[src/rtl/uart_tx_arb_pkg.sv]
// Shared definitions for the UART transmit arbiter: FSM state encoding and
// the default sizing parameters.
package uart_tx_arb_pkg;

  localparam int NREQ_DEF     = 4;
  localparam int DW_DEF       = 8;
  localparam int START_TO_DEF = 64;

  typedef enum logic [1:0] {
    IDLE      = 2'd0,
    START     = 2'd1,
    WAIT_DONE = 2'd2,
    RELEASE   = 2'd3
  } arb_state_t;

endpackage

[src/rtl/uart_tx_arbiter_rr_pick.sv]
// Combinational round-robin picker: first requester with req set, scanning
// upward from ptr and wrapping past NREQ-1 back to 0.
module rr_pick
  import uart_tx_arb_pkg::*;
#(
  parameter  int NREQ = NREQ_DEF,
  localparam int IW   = $clog2(NREQ)
) (
  input  logic [NREQ-1:0] req,
  input  logic [IW-1:0]   ptr,
  output logic            valid,
  output logic [IW-1:0]   idx
);

  // Scan the requesters in priority order starting at ptr.
  always_comb begin
    int c;
    c     = 0;
    valid = 1'b0;
    idx   = ptr;
    for (int k = 0; k < NREQ; k++) begin
      c = int'(ptr) + k;
      if (c >= NREQ) c = c - NREQ;
      if (!valid && req[c]) begin
        valid = 1'b1;
        idx   = IW'(c);
      end
    end
  end

endmodule

[src/rtl/uart_tx_arbiter.sv]
// Arbitrates several character requesters onto one UART transmitter.
// Round-robin grant in IDLE, start handshake with timeout, wait for the
// frame to finish, then a single ack pulse to the granted requester.
module uart_tx_arbiter
  import uart_tx_arb_pkg::*;
#(
  parameter  int NREQ     = NREQ_DEF,
  parameter  int DW       = DW_DEF,
  parameter  int START_TO = START_TO_DEF,
  localparam int IW       = $clog2(NREQ)
) (
  input  logic               clock,
  input  logic               reset,
  input  logic [NREQ-1:0]    req,
  input  logic [NREQ*DW-1:0] req_data,
  output logic [NREQ-1:0]    ack,
  output logic               tx_start,
  output logic [DW-1:0]      tx_data,
  input  logic               tx_busy,
  output logic [IW-1:0]      grant_id,
  output logic               active,
  output logic               err_timeout
);

  localparam int          TW       = $clog2(START_TO + 1);
  localparam logic [TW-1:0] TCNT_LAST = TW'(START_TO - 1);

  arb_state_t    state, state_nxt;
  logic [IW-1:0] ptr, ptr_nxt;
  logic [TW-1:0] tcnt, tcnt_nxt;
  logic [IW-1:0] gid_nxt;
  logic [DW-1:0] data_nxt;
  logic          pick_vld;
  logic [IW-1:0] pick_idx;

  // Round-robin successor of a requester index.
  function automatic logic [IW-1:0] next_id(input logic [IW-1:0] id);
    if (int'(id) == NREQ - 1) return '0;
    return id + 1'b1;
  endfunction

  rr_pick #(.NREQ(NREQ)) u_pick (
    .req   (req),
    .ptr   (ptr),
    .valid (pick_vld),
    .idx   (pick_idx)
  );

  // State, pointer, counter and latched grant registers.
  always_ff @(posedge clock) begin
    if (reset) begin
      state    <= IDLE;
      ptr      <= '0;
      tcnt     <= '0;
      grant_id <= '0;
      tx_data  <= '0;
    end else begin
      state    <= state_nxt;
      ptr      <= ptr_nxt;
      tcnt     <= tcnt_nxt;
      grant_id <= gid_nxt;
      tx_data  <= data_nxt;
    end
  end

  // Next-state logic and handshake outputs.
  always_comb begin
    state_nxt   = state;
    ptr_nxt     = ptr;
    tcnt_nxt    = '0;
    gid_nxt     = grant_id;
    data_nxt    = tx_data;
    tx_start    = 1'b0;
    ack         = '0;
    err_timeout = 1'b0;
    active      = (state != IDLE);
    unique case (state)
      IDLE: begin
        if (pick_vld) begin
          gid_nxt   = pick_idx;
          data_nxt  = req_data[int'(pick_idx)*DW +: DW];
          state_nxt = START;
        end
      end
      START: begin
        tx_start = 1'b1;
        if (tx_busy) begin
          state_nxt = WAIT_DONE;
        end else if (tcnt == TCNT_LAST) begin
          // Transmitter never answered: drop this grant, move on without ack.
          err_timeout = 1'b1;
          ptr_nxt     = next_id(grant_id);
          state_nxt   = IDLE;
        end else begin
          tcnt_nxt = tcnt + 1'b1;
        end
      end
      WAIT_DONE: begin
        if (!tx_busy) state_nxt = RELEASE;
      end
      RELEASE: begin
        ack[grant_id] = 1'b1;
        ptr_nxt       = next_id(grant_id);
        state_nxt     = IDLE;
      end
      default: state_nxt = IDLE;
    endcase
  end

endmodule

[config.mk]
export PLATFORM = sky130hd
export DESIGN_NAME = uart_tx_arbiter
export DESIGN_NICKNAME = d
export VERILOG_FILES = /design/src/rtl/uart_tx_arb_pkg.sv /design/src/rtl/uart_tx_arbiter_rr_pick.sv /design/src/rtl/uart_tx_arbiter.sv
export SDC_FILE = /design/constraint.sdc
export NUM_CORES = 1
export LEC_CHECK = 0
export ABC_AREA = 0
export BUFFER_PORTS_ARGS = -buffer_cell sky130_fd_sc_hd__buf_2
export CORE_MARGIN = 10
export CORE_UTILIZATION = 46
export CTS_BUF_LIST = sky130_fd_sc_hd__clkbuf_16
export DETAILED_ROUTE_END_ITERATION = 10
export PLACE_DENSITY = 0.79
export SYNTH_ARGS = -nofsm -noshare
export SYNTH_HDL_FRONTEND = slang
export SYNTH_HIERARCHICAL = 1
export SYNTH_SLANG_ARGS = --single-unit
[constraint.sdc]
create_clock -name clock -period 2.1 [get_ports clock]
set_clock_uncertainty 0.15 [all_clocks]
set_input_delay 0.105 -clock clock [delete_from_list [all_inputs] [get_ports clock]]
set_output_delay 0.105 -clock clock [all_outputs]
set_load 0.02 [all_outputs]
==> flow_metrics.py, run 1 <==
metrics = {
    "pwr": {
        "power.leakage_nw": 0.757,
        "switchingPower_mw": 0.321,
        "vdd_drop_max_uv": 454,
        "p_total_mw": 1.13,
        "seqPwrFrac": 0.407,
        "power_density_mw_per_mm2": 709,
        "p_int_mw": 0.811,
        "netSwitchingFraction": 0.283,
        "p_comb_frac": 0.241,
        "power_frac_clock": 0.353,
    },
    "global_route": {
        "antenna_found_initial": 0,
        "grt_pass1_wl_um": 5630,
        "grt_usage": 0.131,
        "grt-ovfl-total": 0,
        "grt_pass1_vias": 1277,
        "grt_start_max_net_pins": 18,
    },
    "timing": {
        "fin_tns_setup_ps": 0,
        "setup_viol": 0,
        "worst_pin_slew_ps": 655,
        "whs_ps": 31.5,
        "maxSlewHeadroom": 0.560,
        "slew_viol_final": 0,
        "post-route-period-util": 0.937,
        "max_freq_ghz": 0.508,
        "timing.final.crit_period_ps": 1970,
        "worst_slack_ps": 132,
        "hold_viol": 0,
        "grt_setup_unrepaired": "false",
    },
    "hold_path": {
        "hold_class": "in -> reg",
        "min-delay-start": "tx_busy",
        "hold_depth": 3,
    },
    "synth": {
        "synth_area_sq_mm": 0.00121,
        "yosys.area.top_type": "dfxtp_1",
        "synth_top_area_share": 0.346,
        "synth.net_count": 176,
        "synth_area_leaders": "dfxtp_1 35%, mux4_2 15%, nand2_1 8.3%",
        "async_reset_ff_frac": 0,
        "synth.distinct_cells": 33,
        "ys.flop_type": "dfxtp_1",
        "synth_edf_count": 0,
        "ys_ff_latch": 21,
        "synth-seq-area-share": 0.346,
        "yosys_warnings": 6,
        "syn_avg_cell_area_sq_um": 9.20,
        "syn_inst": 132,
    },
    "place": {
        "place_ws_ps": 117,
        "hpwl_um": 2660,
        "place_congestion": 0.742,
        "port_buffers": 55,
    },
    "clock_tree": {
        "cts.sinks": 21,
        "cts_hold_buf": 0,
        "ctsLongestPathBuffers": 2,
        "cts_resized": 0,
        "tritoncts": "built",
        "clkLatencyLatePin_ps": 250,
        "cts_made_buffers": 3,
        "cts-root-buf": "clkbuf_16",
        "post_cts_buffers": 0,
        "cts-htree-levels": 1,
        "path_clk_slew_ps": 60,
    },
    "floorplanning": {
        "die_area_sq_mm": 0.00510,
        "rows": 18,
        "die_x_um": 71.4,
        "core_area_sq_mm": 0.00250,
        "fp.dieH_um": 71.4,
        "initial_utilization": 0.486,
        "ios": 56,
    },
    "finish": {
        "drive_gt1_frac": 0.416,
        "multi_input_area_sq_um": 761,
        "antenna_cells": 0,
        "area_growth_pct": 31.5,
        "layout_common_cells": "55 x buf_2, 27 x nand2_1, 20 x dfxtp_1",
        "fin_nets": 230,
        "layout_commonest_cell": "buf_2",
        "n_fill_cell": 218,
        "ff_latch_area_sq_um": 422,
    },
    "worst_setup_path": {
        "ff2ff_path_depth": 7,
        "crit_type": "reg -> out",
        "critical_path.reg2reg.startpoint": "ptr[0]",
        "worst_setup_path_end_kind": "primary output",
        "required_ps": 1850,
        "cp-start-kind": "flip-flop",
        "rrSetupSlack_ps": 170,
        "rr_endpoint": "tx_data[4]",
        "critPathMaxFanout": 5,
        "arrival_ps": 1710,
    },
    "detailed_routing": {
        "vias": 1159,
        "wl_per_cell_um": 15.4,
        "drt_iter0_markers": 40,
        "drt_wl_total_um": 3320,
        "vias_per_cell": 5.39,
        "first_pass_iters": 4,
        "antenna_left": 0,
        "drc": 0,
    },
    "status": {
        "status": "complete, no violations",
    },
    "job": {
        "timing.max_cap.violations": 0,
    },
}
## registers in the layout, indices dropped and copies added (netlist names), named ones only
| register | count |
|---|---|
| tcnt | 7 |
| state | 1 |
| tx_data | 8 |
| ptr | 2 |
| grant_id | 2 |
## Yosys cell counts (2+ instances only)
cell type	count
nand2_1	27
dfxtp_1	21
a21oi_1	13
mux4_2	8
clkbuf_1	6
nor2_1	6
and3_1	5
ha_1	5
nand2b_1	5
nor2b_1	4
inv_1	3
o21ai_0	3
or3_1	3
xor2_1	3
o31ai_1	2
## metrics by stage
stage	instance area (sq um)	util	cells
4_1_cts	1590	0.635	215
2_1_floorplan	1210	-	132
5_1_grt	1600	0.639	215
6_report	1600	0.639	215
3_5_place_dp	1510	0.603	211
3_3_place_gp	1510	0.603	211
## metal layers
layer  global-route usage  vias to the layer above  routed length [um]
li1                     -                      572                   -
met1                0.135                      541                1290
met2                0.229                       42                1690
met3               0.0620                        4                 311
met4               0.0387                        0                  25
met5                    0                        -                   0
## power by group through the flow
stage               combinational (mW)  clock (mW)  sequential, mW
finish                           0.272       0.399           0.461
detailed placement               0.274           0           0.468
global placement                 0.266           0           0.465
CTS                              0.274       0.404           0.461
global route                     0.304       0.416           0.468
floorplan                        0.160           0           0.484
## logic make-up (layout without fill, tap and decap cells)
group / after synthesis / in the layout / share of synthesized area
AO/OA/AOI/OAI: 22 / 22 / 0.114
flip-flops: 21 / 21 / 0.346
multiplexers: 10 / 10 / 0.169
adder cells (fa/ha/maj): 5 / 5 / 0.0515
buffers and inverters: 10 / 63 / 0.0319
AND/OR/NAND/NOR: 61 / 61 / 0.266
XOR/XNOR: 3 / 3 / 0.0216
## final cells by class
type | count | area share
clock buffer | 3 | 0.0470
tap | 30 | 0.0235
sequential | 21 | 0.264
multi-input combinational | 101 | 0.476
timing repair buffer | 56 | 0.179
inverter | 3 | 0.00705
clock inverter | 1 | 0.00313
## worst max-delay path, cell delays in order (launching register included)
cell and delay [ps]:
dfxtp_1 360, ha_1 220, nand3_2 140, or3_1 400, nor3b_2 170, buf_2 180
## worst max-delay path by stage
stage	slack (ps)	startpoint	cells past startpoint	to
after global placement	190	ptr[0]	7	tx_data[7]
after global routing	8	tcnt[0]	5	err_timeout
after floorplan	180	ptr[0]	7	tx_data[0]
after detailed placement	120	ptr[0]	7	tx_data[1]
final	130	tcnt[0]	5	err_timeout
after CTS	100	tcnt[0]	5	err_timeout
Power figures use the tool's default switching activity.
==> run 2: changes to the inputs <==
- PLACE_DENSITY: 0.79 -> 0.85
==> run 2 against run 1 <==
Critical path depth rose by 2; clock-buffer cell count unchanged; wire length is 3.0% higher; first-iteration DRC count unchanged; power shrank 0.43%; core utilization did not move; final cell count unchanged; final area unchanged.
==> flow_metrics.py, run 2 (same netlist as run 1, synthesis figures left out) <==
metrics = {
    "timing": {
        "whs_ps": 23.5,
        "setup_viol": 0,
        "slew_viol_final": 0,
        "worst_pin_slew_ps": 641,
        "post-route-period-util": 0.945,
        "worst_slack_ps": 115,
        "maxSlewHeadroom": 0.569,
        "hold_viol": 0,
        "timing.final.crit_period_ps": 1980,
        "max_freq_ghz": 0.504,
    },
    "finish": {
        "multi_input_area_sq_um": 761,
        "n_fill_cell": 210,
        "layout_commonest_cell": "buf_2",
        "largest_reg_flops": 8,
        "drive_gt1_frac": 0.405,
        "ff_latch_area_sq_um": 420,
        "fin_nets": 230,
        "top_register": "tx_data",
        "area_growth_pct": 31.5,
        "top_regs": "tx_data: 8 flops, tcnt: 7 flops",
        "layout_common_cells": "54 x buf_2, 27 x nand2_1, 21 x dfxtp_1",
        "antenna_cells": 0,
    },
    "pwr": {
        "power.leakage_nw": 0.758,
        "switchingPower_mw": 0.318,
        "vdd_drop_max_uv": 778,
        "netSwitchingFraction": 0.282,
        "power_density_mw_per_mm2": 706,
        "seqPwrFrac": 0.409,
        "p_total_mw": 1.13,
        "p_comb_frac": 0.245,
        "p_int_mw": 0.810,
        "power_frac_clock": 0.347,
    },
    "clock_tree": {
        "cts_resized": 0,
        "tritoncts": "built",
        "clkLatencyLatePin_ps": 250,
        "ctsLongestPathBuffers": 2,
        "cts-root-buf": "clkbuf_16",
        "cts_hold_buf": 0,
        "cts_made_buffers": 3,
        "path_clk_slew_ps": 60,
        "post_cts_buffers": 0,
        "cts.sinks": 21,
        "cts-htree-levels": 1,
    },
    "floorplanning": {
        "rows": 18,
        "initial_utilization": 0.486,
        "core_area_sq_mm": 0.00250,
        "die_x_um": 71.4,
        "fp.dieH_um": 71.4,
        "die_area_sq_mm": 0.00510,
        "ios": 56,
    },
    "detailed_routing": {
        "wl_per_cell_um": 15.9,
        "antenna_left": 0,
        "vias": 1194,
        "drc": 0,
        "vias_per_cell": 5.55,
        "drt_wl_total_um": 3420,
        "drt_iter0_markers": 40,
        "first_pass_iters": 4,
    },
    "global_route": {
        "grt_start_max_net_pins": 18,
        "antenna_found_initial": 0,
        "grt-ovfl-total": 0,
        "grt_pass1_wl_um": 5460,
        "grt_pass1_vias": 1241,
        "grt_usage": 0.127,
    },
    "hold_path": {
        "hold_depth": 3,
        "min-delay-start": "tx_busy",
        "hold_class": "in -> reg",
    },
    "worst_setup_path": {
        "crit_type": "reg -> reg",
        "rr_endpoint": "tx_data[6]",
        "required_ps": 2080,
        "critPathMaxFanout": 9,
        "worst_setup_path_end_kind": "flip-flop",
        "ff2ff_path_depth": 7,
        "cp-start-kind": "flip-flop",
        "rrSetupSlack_ps": 120,
        "critical_path.reg2reg.startpoint": "ptr[0]",
        "arrival_ps": 1960,
    },
    "job": {
        "timing.max_cap.violations": 0,
    },
    "place": {
        "place_ws_ps": 106,
        "port_buffers": 55,
        "place_congestion": 0.724,
        "hpwl_um": 2750,
    },
    "status": {
        "status": "complete, no violations",
    },
}
==> run 2: power groups by stage <==
stage / clock [mW] / combinational [mW] / sequential [mW]
after floorplan: 0 / 0.160 / 0.484
after global placement: 0 / 0.267 / 0.466
after detailed placement: 0 / 0.277 / 0.468
after CTS: 0.399 / 0.277 / 0.460
after global routing: 0.418 / 0.301 / 0.466
final: 0.391 / 0.276 / 0.461
==> run 2: worst max-delay path by stage <==
stage / endpoint / cells after the start / startpoint / slack (ps)
4_1_cts: tx_data[6] / 7 / ptr[0] / 80
2_1_floorplan: tx_data[0] / 7 / ptr[0] / 180
6_report: tx_data[6] / 7 / ptr[0] / 120
5_1_grt: tx_data[7] / 7 / ptr[0] / -5
3_5_place_dp: tx_data[6] / 7 / ptr[0] / 110
3_3_place_gp: tx_data[2] / 7 / ptr[0] / 180
==> run 2: layout make-up <==
| class | instances | share of cell area |
|---|---|---|
| Sequential cell | 21 | 0.263 |
| Tap cell | 30 | 0.0235 |
| Clock inverter | 1 | 0.00235 |
| Multi-Input combinational cell | 101 | 0.476 |
| Timing Repair Buffer | 56 | 0.181 |
| Inverter | 3 | 0.00705 |
| Clock buffer | 3 | 0.0470 |
==> run 2: worst max-delay path, cell delays in order (launching register included) <==
cell and delay, ps:
dfxtp_1 370, nor2b_1 80, a21o_1 170, a221oi_2 230
buf_6 200, mux4_2 510, nand2_1 80, a21oi_1 60
==> run 2: metal layers <==
layer	wire length (um)	vias to the layer above	part of all wire	track usage
li1	-	574	-	-
met1	1330	554	0.39	0.125
met2	1670	57	0.49	0.223
met3	377	9	0.11	0.0730
met4	42	0	0.012	0.0323
met5	0	-	0	0
==> run 2: metrics by stage <==
stage | utilization | cells | instance area [sq um] | TNS [ps]
after floorplan | - | 132 | 1210 | 0
after global placement | 0.603 | 211 | 1510 | 0
after detailed placement | 0.603 | 211 | 1510 | 0
after CTS | 0.635 | 215 | 1590 | 0
after global routing | 0.639 | 215 | 1600 | -4.96
final | 0.639 | 215 | 1600 | 0
